## config.mk

```make
export PLATFORM = sky130hd
export DESIGN_NAME = nibble_alu_sequencer_flat
export DESIGN_NICKNAME = d
export VERILOG_FILES = /design/src/rtl/nibble_alu_sequencer_if.sv /design/src/rtl/nibble_alu_sequencer.sv /design/src/flat_wrapper.sv
export SDC_FILE = /design/constraint.sdc
export NUM_CORES = 1
export LEC_CHECK = 0
export ABC_AREA = 1
export CAP_MARGIN = 20
export CORE_MARGIN = 5
export CORE_UTILIZATION = 58
export CTS_BUF_LIST = sky130_fd_sc_hd__clkbuf_4
export CTS_CLUSTER_DIAMETER = 60
export DETAILED_ROUTE_END_ITERATION = 8
export HOLD_SLACK_MARGIN = 0.08
export PLACE_DENSITY = 0.95
export SLEW_MARGIN = 0
export SYNTH_ARGS = -nofsm -noshare
export SYNTH_HDL_FRONTEND = slang
export SYNTH_SLANG_ARGS = --single-unit
```

## constraint.sdc

```tcl
create_clock -name i_clk_in -period 5.3 [get_ports i_clk_in]
set_input_delay 0.53 -clock i_clk_in [delete_from_list [all_inputs] [get_ports i_clk_in]]
set_output_delay 0.53 -clock i_clk_in [all_outputs]
set_load 0.01 [all_outputs]
```

## src/rtl/nibble_alu_sequencer_if.sv

```systemverilog
// Request/result bundle between the command front end and the nibble ALU sequencer.
interface nibble_alu_sequencer_if;
  logic       i_data_rdy;
  logic       i_substrate_signal;
  logic [7:0] i_r1;
  logic [7:0] i_r2;
  logic       i_cin;
  logic [7:0] o_sum;
  logic       o_cout;
  logic       o_ovf;
  logic       o_rdy;
  logic       o_busy;
  logic [3:0] o_drop_cnt;

  modport master (
    output i_data_rdy, i_substrate_signal, i_r1, i_r2, i_cin,
    input  o_sum, o_cout, o_ovf, o_rdy, o_busy, o_drop_cnt
  );

  modport slave (
    input  i_data_rdy, i_substrate_signal, i_r1, i_r2, i_cin,
    output o_sum, o_cout, o_ovf, o_rdy, o_busy, o_drop_cnt
  );
endinterface

```

## src/rtl/nibble_alu_sequencer.sv

```systemverilog
// 8-bit add/subtract built from one 4-bit adder used over two passes (low nibble, then high).
// Includes the shared 4-bit adder leaf so the block stays self-contained.
module fourbit_adder (
  input  logic [3:0] a,
  input  logic [3:0] b,
  input  logic       cin,
  output logic [3:0] sum,
  output logic       cout
);
  assign {cout, sum} = {1'b0, a} + {1'b0, b} + {4'b0000, cin};
endmodule

module nibble_alu_sequencer #(
  parameter int unsigned RDY_PULSE_LEN = 2
) (
  input  logic                   i_clk_in,
  input  logic                   i_rst,
  nibble_alu_sequencer_if.slave  bus
);

  typedef enum logic [1:0] {StIdle, StLow, StHigh, StDone} state_e;

  localparam logic [3:0] PulseLast = 4'(RDY_PULSE_LEN - 1);

  state_e     state_q, state_d;
  logic       rdy_q;
  logic [7:0] x_q, x_d;
  logic [7:0] y_q, y_d;
  logic       cin_q, cin_d;
  logic       c_mid_q, c_mid_d;
  logic [3:0] sum_lo_q, sum_lo_d;
  logic [7:0] sum_q, sum_d;
  logic       cout_q, cout_d;
  logic       ovf_q, ovf_d;
  logic [3:0] cnt_q, cnt_d;
  logic [3:0] drop_q, drop_d;

  logic       req;
  logic [3:0] add_a, add_b, add_sum;
  logic       add_cin, add_cout;

  assign req = bus.i_data_rdy & ~rdy_q;

  // Operand mux is steered purely by state so the adder sees the high nibble only in StHigh.
  assign add_a   = (state_q == StHigh) ? x_q[7:4] : x_q[3:0];
  assign add_b   = (state_q == StHigh) ? y_q[7:4] : y_q[3:0];
  assign add_cin = (state_q == StHigh) ? c_mid_q  : cin_q;

  fourbit_adder u_adder (
    .a    (add_a),
    .b    (add_b),
    .cin  (add_cin),
    .sum  (add_sum),
    .cout (add_cout)
  );

  always_comb begin
    state_d  = state_q;
    x_d      = x_q;
    y_d      = y_q;
    cin_d    = cin_q;
    c_mid_d  = c_mid_q;
    sum_lo_d = sum_lo_q;
    sum_d    = sum_q;
    cout_d   = cout_q;
    ovf_d    = ovf_q;
    cnt_d    = cnt_q;
    drop_d   = drop_q;

    unique case (state_q)
      StIdle: begin
        if (req) begin
          x_d = bus.i_r1;
          // Subtract as r1 + ~r2 + 1, so carry-out of 1 means no borrow.
          if (bus.i_substrate_signal) begin
            y_d   = ~bus.i_r2;
            cin_d = 1'b1;
          end else begin
            y_d   = bus.i_r2;
            cin_d = bus.i_cin;
          end
          state_d = StLow;
        end
      end
      StLow: begin
        sum_lo_d = add_sum;
        c_mid_d  = add_cout;
        state_d  = StHigh;
      end
      StHigh: begin
        sum_d   = {add_sum, sum_lo_q};
        cout_d  = add_cout;
        ovf_d   = (x_q[7] == y_q[7]) & (add_sum[3] != x_q[7]);
        cnt_d   = 4'd0;
        state_d = StDone;
      end
      StDone: begin
        if (cnt_q == PulseLast) begin
          state_d = StIdle;
        end else begin
          cnt_d = cnt_q + 4'd1;
        end
      end
      default: state_d = StIdle;
    endcase

    if (req && (state_q != StIdle) && (drop_q != 4'hf)) begin
      drop_d = drop_q + 4'd1;
    end
  end

  always_ff @(posedge i_clk_in) begin
    if (i_rst) begin
      state_q  <= StIdle;
      rdy_q    <= 1'b0;
      x_q      <= 8'h00;
      y_q      <= 8'h00;
      cin_q    <= 1'b0;
      c_mid_q  <= 1'b0;
      sum_lo_q <= 4'h0;
      sum_q    <= 8'h00;
      cout_q   <= 1'b0;
      ovf_q    <= 1'b0;
      cnt_q    <= 4'h0;
      drop_q   <= 4'h0;
    end else begin
      state_q  <= state_d;
      rdy_q    <= bus.i_data_rdy;
      x_q      <= x_d;
      y_q      <= y_d;
      cin_q    <= cin_d;
      c_mid_q  <= c_mid_d;
      sum_lo_q <= sum_lo_d;
      sum_q    <= sum_d;
      cout_q   <= cout_d;
      ovf_q    <= ovf_d;
      cnt_q    <= cnt_d;
      drop_q   <= drop_d;
    end
  end

  assign bus.o_sum      = sum_q;
  assign bus.o_cout     = cout_q;
  assign bus.o_ovf      = ovf_q;
  assign bus.o_rdy      = (state_q == StDone);
  assign bus.o_busy     = (state_q != StIdle);
  assign bus.o_drop_cnt = drop_q;

endmodule

```

## src/flat_wrapper.sv

```systemverilog
// flat-port wrapper written by rule: the top's interface ports become plain ports
module nibble_alu_sequencer_flat 
#(
  parameter int unsigned RDY_PULSE_LEN = 2
)
  (i_clk_in, i_rst, bus_i_data_rdy, bus_i_substrate_signal, bus_i_r1, bus_i_r2, bus_i_cin, bus_o_sum, bus_o_cout, bus_o_ovf, bus_o_rdy, bus_o_busy, bus_o_drop_cnt);
  nibble_alu_sequencer_if bus_i ();
  input  logic i_clk_in;
  input  logic i_rst;
  input wire logic [$bits(bus_i.i_data_rdy)-1:0] bus_i_data_rdy;
  input wire logic [$bits(bus_i.i_substrate_signal)-1:0] bus_i_substrate_signal;
  input wire logic [$bits(bus_i.i_r1)-1:0] bus_i_r1;
  input wire logic [$bits(bus_i.i_r2)-1:0] bus_i_r2;
  input wire logic [$bits(bus_i.i_cin)-1:0] bus_i_cin;
  output wire logic [$bits(bus_i.o_sum)-1:0] bus_o_sum;
  output wire logic [$bits(bus_i.o_cout)-1:0] bus_o_cout;
  output wire logic [$bits(bus_i.o_ovf)-1:0] bus_o_ovf;
  output wire logic [$bits(bus_i.o_rdy)-1:0] bus_o_rdy;
  output wire logic [$bits(bus_i.o_busy)-1:0] bus_o_busy;
  output wire logic [$bits(bus_i.o_drop_cnt)-1:0] bus_o_drop_cnt;
  assign bus_i.i_data_rdy = bus_i_data_rdy;
  assign bus_i.i_substrate_signal = bus_i_substrate_signal;
  assign bus_i.i_r1 = bus_i_r1;
  assign bus_i.i_r2 = bus_i_r2;
  assign bus_i.i_cin = bus_i_cin;
  assign bus_o_sum = bus_i.o_sum;
  assign bus_o_cout = bus_i.o_cout;
  assign bus_o_ovf = bus_i.o_ovf;
  assign bus_o_rdy = bus_i.o_rdy;
  assign bus_o_busy = bus_i.o_busy;
  assign bus_o_drop_cnt = bus_i.o_drop_cnt;
  nibble_alu_sequencer #(.RDY_PULSE_LEN(RDY_PULSE_LEN)) u_core (.i_clk_in(i_clk_in), .i_rst(i_rst), .bus(bus_i));
endmodule
```

==> run_results.csv, run 1 <==
group,metric,value,unit
status,status,"complete, no violations",
sta,finalSetupTns,0,ps
clocking,cts_root_buffer,"clkbuf_4",
final_layout,area_growth,23.3,%
pwr,pwr-share-clk,17.8,%
sta,rsz0062_at_grt,"no",
sta,slew_headroom,68.6,%
yosys,synth_cell_types,20,
setup_path,cp_max_fo,32,
final_layout,nets,339,
yosys,synth_nets,305,
clocking,h-tree-depth,2,
clocking,clk_path_buf_depth,2,
global_routing,grt-ovfl-total,0,
clocking,cts_resized,0,
yosys,ys_warn_count,0,
pwr,swShare,36.7,%
setup_path,cp_common_cell,"inv_1",
setup_path,reg2reg_depth,11,
routing,drt_wl_total,3.94,mm
pwr,power_frac_seq,40.6,%
setup_path,reg2reg_from,"u_core.state_q[0]",
pwr,p_sw,0.415,mW
setup_path,cp_data_required_time,5570,ps
clocking,worstSkewPairLatency,360,ps
sta,slew_viol_final,0,
setup_path,crit_path_top_delay_cell,"fa_1",
yosys,syn_area,2020,um^2
routing,wl_per_cell,11.2,um
sta,worst_pin_slew,470,ps
die,core,3360,um^2
setup_path,rrSetupSlack,2880,ps
sta,worst_slack,2880,ps
clocking,post_cts_buffers,0,
sta,period_needed,2420,ps
setup_path,path_delay_family,"adder cells",
die,rows,21,
worst_hold_path,hp-class,"register to register",
pwr,ir_worst_vdd,0.248,mV
setup_path,arrival,2690,ps
yosys,yosysSeqAreaShare,42.6,%
global_routing,grt_pass1_vias,1576,
worst_hold_path,min_from,"u_core.x_q[0]",
placed_design,numPortBuffers,36,
placed_design,dp_hpwl,2.91,mm
placed_design,place_congestion,0.782,
die,fp.dieH,69.0,um
placed_design,post-place-ws,2810,ps
setup_path,critPathLaunch,"u_core.state_q[0]",
setup_path,critPathLaunchType,"register",
die,pin_count,37,
pwr,combPwrFrac,41.6,%
pwr,p_leak,1.11,nW
global_routing,grt_util_all_layers,16.9,%
routing,firstDrtPassIters,4,
setup_path,cp.buffers_inverters,4,
worst_hold_path,min_to,"u_core.x_q[0]",
setup_path,path_cells,"inv_1 > ha_1 > buf_4 > o21ai_0 > fa_1 > inv_1 > fa_1 > a21oi_1 > o21bai_1 > o21ai_0 > inv_1",
sta,setup_violations,0,
pwr,total_power,1.13,mW
setup_path,r2r-end,"u_core.bus.o_cout",
pwr,p_int,0.715,mW
yosys,ys_seq_elements,43,
die,dieArea,4770,um^2
global_routing,grt_max_degree,35,
sta,fin_skew,12.4,ps
die,start_util,60.1,%
routing,drtAntennaViolNets,0,
final_layout,drive_above_1_share,4.23,%
clocking,cts.sinks,43,
setup_path,path_class,"register to register",
sta,fmax,0.413,GHz
routing,routed-via-count,1730,
global_routing,grt_pass1_wl,6.64,mm
clocking,path_clk_slew,120,ps
final_layout,diodes,0,
worst_hold_path,hold_depth,2,
routing,drt_iter0_drc,95,
clocking,hold_buffers,0,
job,drv_cap,0,
routing,route.detailed.drc,0,
yosys,synthCells,272,
clocking,numCtsBuffers,5,
clocking,cts_tree,"built",
routing,vias_per_cell,4.90,
global_routing,antenna_found_initial,0,
yosys,syn_avg_cell_area,7.43,um^2
sta,min_period_over_period,45.7,%
sta,hold_violations,0,
die,floorplan.die.width,69.0,um
setup_path,slowest_delay,390,ps
setup_path,cp-end-kind,"register",
pwr,powerDensity,453,nW/um^2
cells in the mapped netlist, drive strengths merged:
library cell  number  area, um^2
nand3             12        60.1
nand2             26         100
o22ai              1        6.26
o21bai             1        7.51
fa                 2        40.0
nor2              32         120
or2                1        6.26
a21oi             28         140
buf                3        15.0
dfxtp             43         861
nand4              1        6.26
o21ai             45         225
nor3               2        10.0
xor2              11        96.3
inv               46         173
clkbuf             8        30.0
ha                10         125
registers in the layout, summed over array words and instances (netlist names):
register and cells:
u_core.bus.o_cout 1, u_core.sum_lo_q 4, u_core.c_mid_q 1, u_core.cnt_q 4, u_core.rdy_q 1, u_core.state_q 2, u_core.y_q 8, u_core.bus.o_sum 8
u_core.cin_q 1, u_core.bus.o_ovf 1, u_core.bus.o_drop_cnt 4, u_core.x_q 8
routing by layer:
metal	vias to the layer above	routed length, um	track usage [%]	part of all wire (%)
li1	939	-	-	-
met1	742	1750	19.2	44
met2	43	1870	28.8	47
met3	6	261	5.96	6.6
met4	0	55	6.51	1.4
met5	-	0	0	0
cell families (layout without fill, tap and decap cells):
group	after synthesis	count (layout)	synth area share, %
xor+xnor	11	11	4.76
buf+inv	57	92	10.8
flops	43	43	42.6
simple gates	74	74	15.0
compound gates	75	75	18.7
fa+ha+maj	12	12	8.17
per-stage QoR:
step | util [%] | instances | instance area [um^2] | hold WS (ps)
after global placement | 71.4 | 344 | 2400 | 429
after floorplan | - | 272 | 2020 | 420
after global routing | 74.1 | 353 | 2490 | 473
after CTS | 73.7 | 352 | 2480 | 451
after detailed placement | 71.4 | 344 | 2400 | 433
final | 74.1 | 353 | 2490 | 449
worst reg2reg max path, cell delays in order, from the launching register on:
cell,delay (ps)
dfxtp_1,380
inv_1,90
ha_1,200
buf_4,220
o21ai_0,300
fa_1,230
inv_1,60
fa_1,390
a21oi_1,160
o21bai_1,90
o21ai_0,150
inv_1,50
area by class of cell:
class	instances	area (um^2)
clock buffer	5	37.5
clock inverter	3	38.8
fill	266	870
inverter	46	173
multi-input combinational	172	943
sequential	43	861
tap	46	57.6
timing repair buffer	38	383
layout by cell type (no fill, tap or decap), drive strengths merged:
master          n
a21oi          28
buf             2
bufinv          1
clkbuf          5
clkdlybuf4s50  36
clkinv          2
dfxtp          43
fa              2
ha             10
inv            46
nand2          26
nand3          12
nand4           1
nor2           32
nor3            2
o21ai          45
o21bai          1
o22ai           1
or2             1
xor2           11
worst max-delay path by stage:
stage	endpoint	slack [ps]	cells after the start
after CTS	u_core.bus.o_cout	2860	11
after detailed placement	u_core.y_q[0]	2810	4
after global placement	u_core.y_q[0]	2870	4
after floorplan	u_core.bus.o_cout	3080	12
after global routing	u_core.c_mid_q	2700	11
final	u_core.bus.o_cout	2880	11
power by group through the flow:
| stage | Clock [mW] | Combinational [mW] | Sequential (mW) |
|---|---|---|---|
| after floorplan | 0 | 0.287 | 0.475 |
| final | 0.201 | 0.471 | 0.459 |
| after detailed placement | 0 | 0.463 | 0.466 |
| after global placement | 0 | 0.442 | 0.462 |
| after CTS | 0.203 | 0.467 | 0.458 |
| after global routing | 0.220 | 0.531 | 0.471 |
(Power assumes the default switching activity.)
==> inputs of run 2 (changes only) <==
--- a/config.mk
+++ b/config.mk
@@ -8,12 +8,12 @@
 export ABC_AREA = 1
 export CAP_MARGIN = 20
 export CORE_MARGIN = 5
-export CORE_UTILIZATION = 58
+export CORE_UTILIZATION = 49
 export CTS_BUF_LIST = sky130_fd_sc_hd__clkbuf_4
 export CTS_CLUSTER_DIAMETER = 60
 export DETAILED_ROUTE_END_ITERATION = 8
 export HOLD_SLACK_MARGIN = 0.08
-export PLACE_DENSITY = 0.95
+export PLACE_DENSITY = 0.88
 export SLEW_MARGIN = 0
 export SYNTH_ARGS = -nofsm -noshare
 export SYNTH_HDL_FRONTEND = slang
==> constraint.sdc (replaced) <==
create_clock -name i_clk_in -period 2.08 [get_ports i_clk_in]
set_input_delay 0.208 -clock i_clk_in [delete_from_list [all_inputs] [get_ports i_clk_in]]
set_output_delay 0.208 -clock i_clk_in [all_outputs]
set_load 0.01 [all_outputs]
==> run 2 against run 1 <==
- maximum frequency up 18%
- worst hold slack gained 9.6 ps
- count of clock-buffer cells in the layout is 1 higher
- final cell count is 3.4% higher
- largest cell class unchanged
- critical endpoint is now u_core.c_mid_q
- highest routed layer unchanged
- final area rose by 4.5%
==> run_results.csv, run 2 (synthesis results as in run 1) <==
group,metric,value,unit
final_layout,fin_cells,365,
final_layout,drive_above_1_share,12.1,%
placed_design,dp_hpwl,2.94,mm
clocking,h-tree-depth,2,
worst_hold_path,hp-class,"register to register",
worst_hold_path,min_to,"u_core.y_q[6]",
final_layout,fillers,328,
placed_design,numPortBuffers,36,
clocking,clk_path_buf_depth,2,
routing,routed-via-count,1809,
setup_path,cp-end-kind,"register",
sta,worst_pin_slew,442,ps
final_layout,post-route-cell-area,2610,um^2
clocking,path_clk_slew,120,ps
sta,period_needed,2050,ps
setup_path,slowest_delay,350,ps
clocking,hold_buffers,0,
sta,timing.hold.ws,459,ps
routing,firstDrtPassIters,4,
clocking,worstSkewPairLatency,350,ps
routing,drt_iter0_drc,104,
global_routing,grt-ovfl-total,0,
sta,min_period_over_period,98.5,%
sta,slew_headroom,70.5,%
die,dieArea,5510,um^2
worst_hold_path,hold_depth,2,
worst_hold_path,min_from,"u_core.y_q[6]",
final_layout,nets,347,
pwr,p_leak,1.14,nW
setup_path,r2r-end,"u_core.c_mid_q",
sta,hold_violations,0,
setup_path,reg2reg_depth,11,
global_routing,antenna_found_initial,0,
sta,setup_violations,0,
pwr,powerDensity,1150,nW/um^2
clocking,cts.sinks,43,
clocking,cts_tree,"built",
final_layout,diodes,0,
setup_path,cp_max_fo,7,
setup_path,critPathLaunchType,"register",
global_routing,grt_max_degree,35,
final_layout,final_cell_mix,"inv_1, dfxtp_1, clkdlybuf4s50_1, nor2_1, a21oi_1",
die,floorplan.die.width,74.2,um
clocking,numCtsBuffers,5,
setup_path,crit_path_top_delay_cell,"dfxtp_2",
global_routing,grt_pass1_wl,6.62,mm
placed_design,post-place-cells,352,
setup_path,rrSetupSlack,30,ps
routing,wl_per_cell,11.3,um
die,rows,23,
clocking,cts_root_buffer,"clkbuf_4",
sta,finalSetupTns,0,ps
setup_path,cp_data_required_time,2340,ps
job,drv_cap,0,
sta,fin_skew,6.17,ps
routing,vias_per_cell,4.96,
die,pin_count,37,
global_routing,grt_pass1_vias,1584,
pwr,ir_worst_vdd,0.460,mV
final_layout,area_growth,28.8,%
placed_design,dpl-instance-area,2440,um^2
routing,drtAntennaViolNets,0,
sta,fmax,0.488,GHz
setup_path,arrival,2310,ps
sta,slew_viol_final,0,
global_routing,grt_util_all_layers,15.3,%
placed_design,place_congestion,0.821,
routing,route.detailed.drc,0,
die,fp.dieH,74.2,um
die,core,4000,um^2
status,status,"complete, no violations",
setup_path,path_class,"register to register",
die,start_util,50.5,%
setup_path,reg2reg_from,"u_core.state_q[0]",
routing,drt_wl_total,4.11,mm
setup_path,path_cells,"inv_2 > ha_4 > buf_4 > o21ai_4 > fa_2 > inv_2 > fa_2 > a21oi_2 > o21bai_1 > o21ai_0 > inv_1",
run 2: cell types whose count changed in the layout (fill, tap and decap cells not counted), sizes merged:
| cell | change |
|---|---|
| clkinvlp | +1 |
| bufinv | -1 |
| clkinv | -1 |
| clkbuf | +1 |
| buf | +8 |
run 2: where the power goes:
part | leakage (nW) | switching [mW] | internal, mW
sequential | 0.354 | 0.126 | 1.06
combinational | 0.757 | 0.749 | 0.657
clock | 0.0317 | 0.257 | 0.144
total | 1.14 | 1.13 | 1.86
run 2: worst max path at each step:
| stage | cells after the start | slack (ps) | startpoint | end |
|---|---|---|---|---|
| global route | 11 | -70 | u_core.state_q[0] | u_core.bus.o_cout |
| finish | 11 | 30 | u_core.state_q[0] | u_core.c_mid_q |
| floorplan | 11 | 2 | u_core.state_q[0] | u_core.bus.o_cout |
| detailed placement | 11 | -70 | u_core.state_q[0] | u_core.bus.o_sum[7] |
| global placement | 11 | 40 | u_core.state_q[0] | u_core.bus.o_sum[7] |
| CTS | 11 | 1 | u_core.state_q[0] | u_core.bus.o_sum[7] |
run 2: final cells by class:
cell class	instances	area [um^2]	area share, %
clock buffer	6	45.0	1.73
multi-input combinational	172	1010	38.8
timing repair buffer	46	439	16.9
inverter	46	173	6.63
tap	50	62.6	2.40
sequential	43	863	33.1
clock inverter	2	12.5	0.480
run 2: per-stage QoR:
| stage | util (%) | setup WS, ps | power (mW) |
|---|---|---|---|
| final | 65.1 | 31.4 | 2.99 |
| after global placement | 61.1 | 43.6 | 2.36 |
| after CTS | 62.8 | 1.13 | 2.83 |
| after detailed placement | 61.1 | -70.4 | 2.41 |
| after global routing | 65.1 | -68.3 | 3.23 |
| after floorplan | - | 1.73 | 1.97 |
run 2: what timing repair did:
action                                  CTS  global route
pin swaps                                 0             8
endpoints found under the setup margin    6             9
gates resized for setup                   2            24
gates cloned                              0             0
hold endpoints to repair                  0             0
buffers inserted                          0             5
run 2: worst max-delay path: cells and delay by family (launching register included):
kind	cells	cell delay (ps)
adders and majority gates	3	770
AOI/OAI and AO/OA	4	530
DFF	1	350
buffers and inverters	4	290
run 2: per-layer routing:
metal	GRT usage (%)	vias up	wire, um
li1	-	955	-
met5	0	-	0
met2	25.9	38	2090
met3	5.41	5	230
met1	18.2	811	1750
met4	4.74	0	31
==> inputs of run 3 (changes only) <==
--- a/config.mk
+++ b/config.mk
@@ -13,7 +13,7 @@
 export CTS_CLUSTER_DIAMETER = 60
 export DETAILED_ROUTE_END_ITERATION = 8
 export HOLD_SLACK_MARGIN = 0.08
-export PLACE_DENSITY = 0.88
+export PLACE_DENSITY = 0.8
 export SLEW_MARGIN = 0
 export SYNTH_ARGS = -nofsm -noshare
 export SYNTH_HDL_FRONTEND = slang
==> run 3 against run 2 <==
- via count shrank 3.0%
- total power up 1.2%
- flip-flop and latch count unchanged
- final cell count decreased by 0.27%
- sequential share of layout area increased by 0.16 points
- first-iteration DRC count down 21%
- sequential power hardly changed
- die area stayed put
- critical path depth unchanged
- core utilization shrank 0.41 points
- register-to-register slack improved by 60 ps
- largest cell class unchanged
==> run_results.csv, run 3 (synthesis results as in run 1) <==
group,metric,value,unit
clocking,cts_tree,"built",
setup_path,arrival,2240,ps
sta,rsz0062_at_grt,"yes",
clocking,worstSkewPairLatency,350,ps
routing,drt_wl_total,3.90,mm
sta,worst_slack,89.9,ps
sta,fin_skew,8.86,ps
final_layout,drive_above_1_share,9.55,%
clocking,hold_buffers,0,
setup_path,cp-end-kind,"register",
clocking,h-tree-depth,2,
setup_path,path_class,"register to register",
die,dieArea,5510,um^2
setup_path,critPathLaunchType,"register",
die,pin_count,37,
sta,min_period_over_period,95.7,%
pwr,powerDensity,1170,nW/um^2
sta,slew_headroom,69.7,%
die,floorplan.die.width,74.2,um
sta,hold_violations,0,
sta,fmax,0.502,GHz
die,rows,23,
clocking,path_clk_slew,120,ps
status,status,"complete, no violations",
pwr,ir_worst_vdd,0.481,mV
final_layout,final_common_cell,"dfxtp_1",
placed_design,numPortBuffers,36,
global_routing,grt_max_degree,35,
sta,slew_viol_final,0,
sta,finalSetupTns,0,ps
global_routing,grt_pass1_wl,6.69,mm
global_routing,antenna_found_initial,0,
job,drv_cap,0,
clocking,clk_path_buf_depth,2,
final_layout,fin_cells,364,
die,fp.dieH,74.2,um
sta,worst_pin_slew,454,ps
routing,routed-via-count,1755,
placed_design,post-place-cells,354,
setup_path,cp_data_required_time,2330,ps
routing,route.detailed.drc,0,
setup_path,cp_max_fo,8,
global_routing,grt_util_all_layers,15.5,%
placed_design,post-place-ws,-3.89,ps
die,core,4000,um^2
final_layout,diodes,0,
pwr,p_leak,1.14,nW
die,start_util,50.5,%
placed_design,dp_hpwl,2.86,mm
worst_hold_path,hp-class,"input port to register",
global_routing,grt-ovfl-total,0,
clocking,numCtsBuffers,5,
final_layout,final_cell_mix,"dfxtp_1, inv_1, clkdlybuf4s50_1, nor2_1, a21oi_1",
final_layout,nets,346,
clocking,cts_root_buffer,"clkbuf_4",
placed_design,place_congestion,0.793,
sta,period_needed,1990,ps
routing,drt_iter0_drc,82,
sta,timing.hold.ws,457,ps
global_routing,grt_pass1_vias,1569,
routing,firstDrtPassIters,4,
clocking,cts.sinks,43,
routing,drtAntennaViolNets,0,
pwr,total_power,3.02,mW
sta,setup_violations,0,
routing,wl_per_cell,10.7,um
final_layout,area_growth,28.0,%
routing,vias_per_cell,4.82,
[run 3: changes by cell type in the layout (fill, tap and decap cells not counted), sizes merged]
cell      previous run  this run
buf                 10         9
clkinv               1         2
bufinv               0         1
clkinvlp             1         0
clkbuf               6         5
[run 3: routing by layer]
| layer | track usage, % | wire, um | up-vias |
|---|---|---|---|
| met5 | 0 | 0 | - |
| met4 | 4.74 | 46 | 0 |
| met3 | 4.19 | 221 | 6 |
| met2 | 25.2 | 1780 | 40 |
| met1 | 20.2 | 1850 | 755 |
| li1 | - | - | 954 |
[run 3: timing repair]
action	CTS	global route
pin swaps	0	7
endpoints found under the setup margin	4	9
buffers inserted	0	2
resized for setup	1	18
[run 3: worst max-delay path, stage by stage (launching register included)]
cell	delay, ps
dfxtp_2	360
inv_2	50
ha_4	190
buf_6	140
o21ai_4	130
fa_2	210
inv_2	50
fa_2	380
a21oi_2	120
o21bai_1	100
o21ai_1	130
inv_1	50
[run 3: final timing paths]
check                                  startpoint                 to  slack (ps)  depth (start not counted)
worst max-delay path            u_core.state_q[0]  u_core.bus.o_cout          90                         11
worst min-delay path                  bus_i_r1[6]      u_core.x_q[6]         460                          3
worst max register to register  u_core.state_q[0]  u_core.bus.o_cout          90                         11
worst min register to register      u_core.y_q[6]      u_core.y_q[6]         460                          2
[run 3: report_power, final]
| part | internal [mW] | switching, mW | total (mW) | leakage [nW] |
|---|---|---|---|---|
| Clock | 0.247 | 0.256 | 0.504 | 0.0426 |
| Combinational | 0.624 | 0.719 | 1.34 | 0.749 |
| Sequential | 1.06 | 0.123 | 1.18 | 0.353 |
[run 3: final cells by class]
type / count / area (um^2)
repair buffers: 45 / 432
well taps: 50 / 62.6
inverters: 46 / 173
clock buffers: 5 / 37.5
multi-input cells: 172 / 983
flip-flops and latches: 43 / 862
fillers: 343 / 1410
clock inverters: 3 / 38.8
[run 3: through the flow]
stage	area (um^2)	util, %
after detailed placement	2460	61.5
after floorplan	2040	-
after CTS	2540	63.6
final	2590	64.7
after global placement	2460	61.5
after global routing	2590	64.7
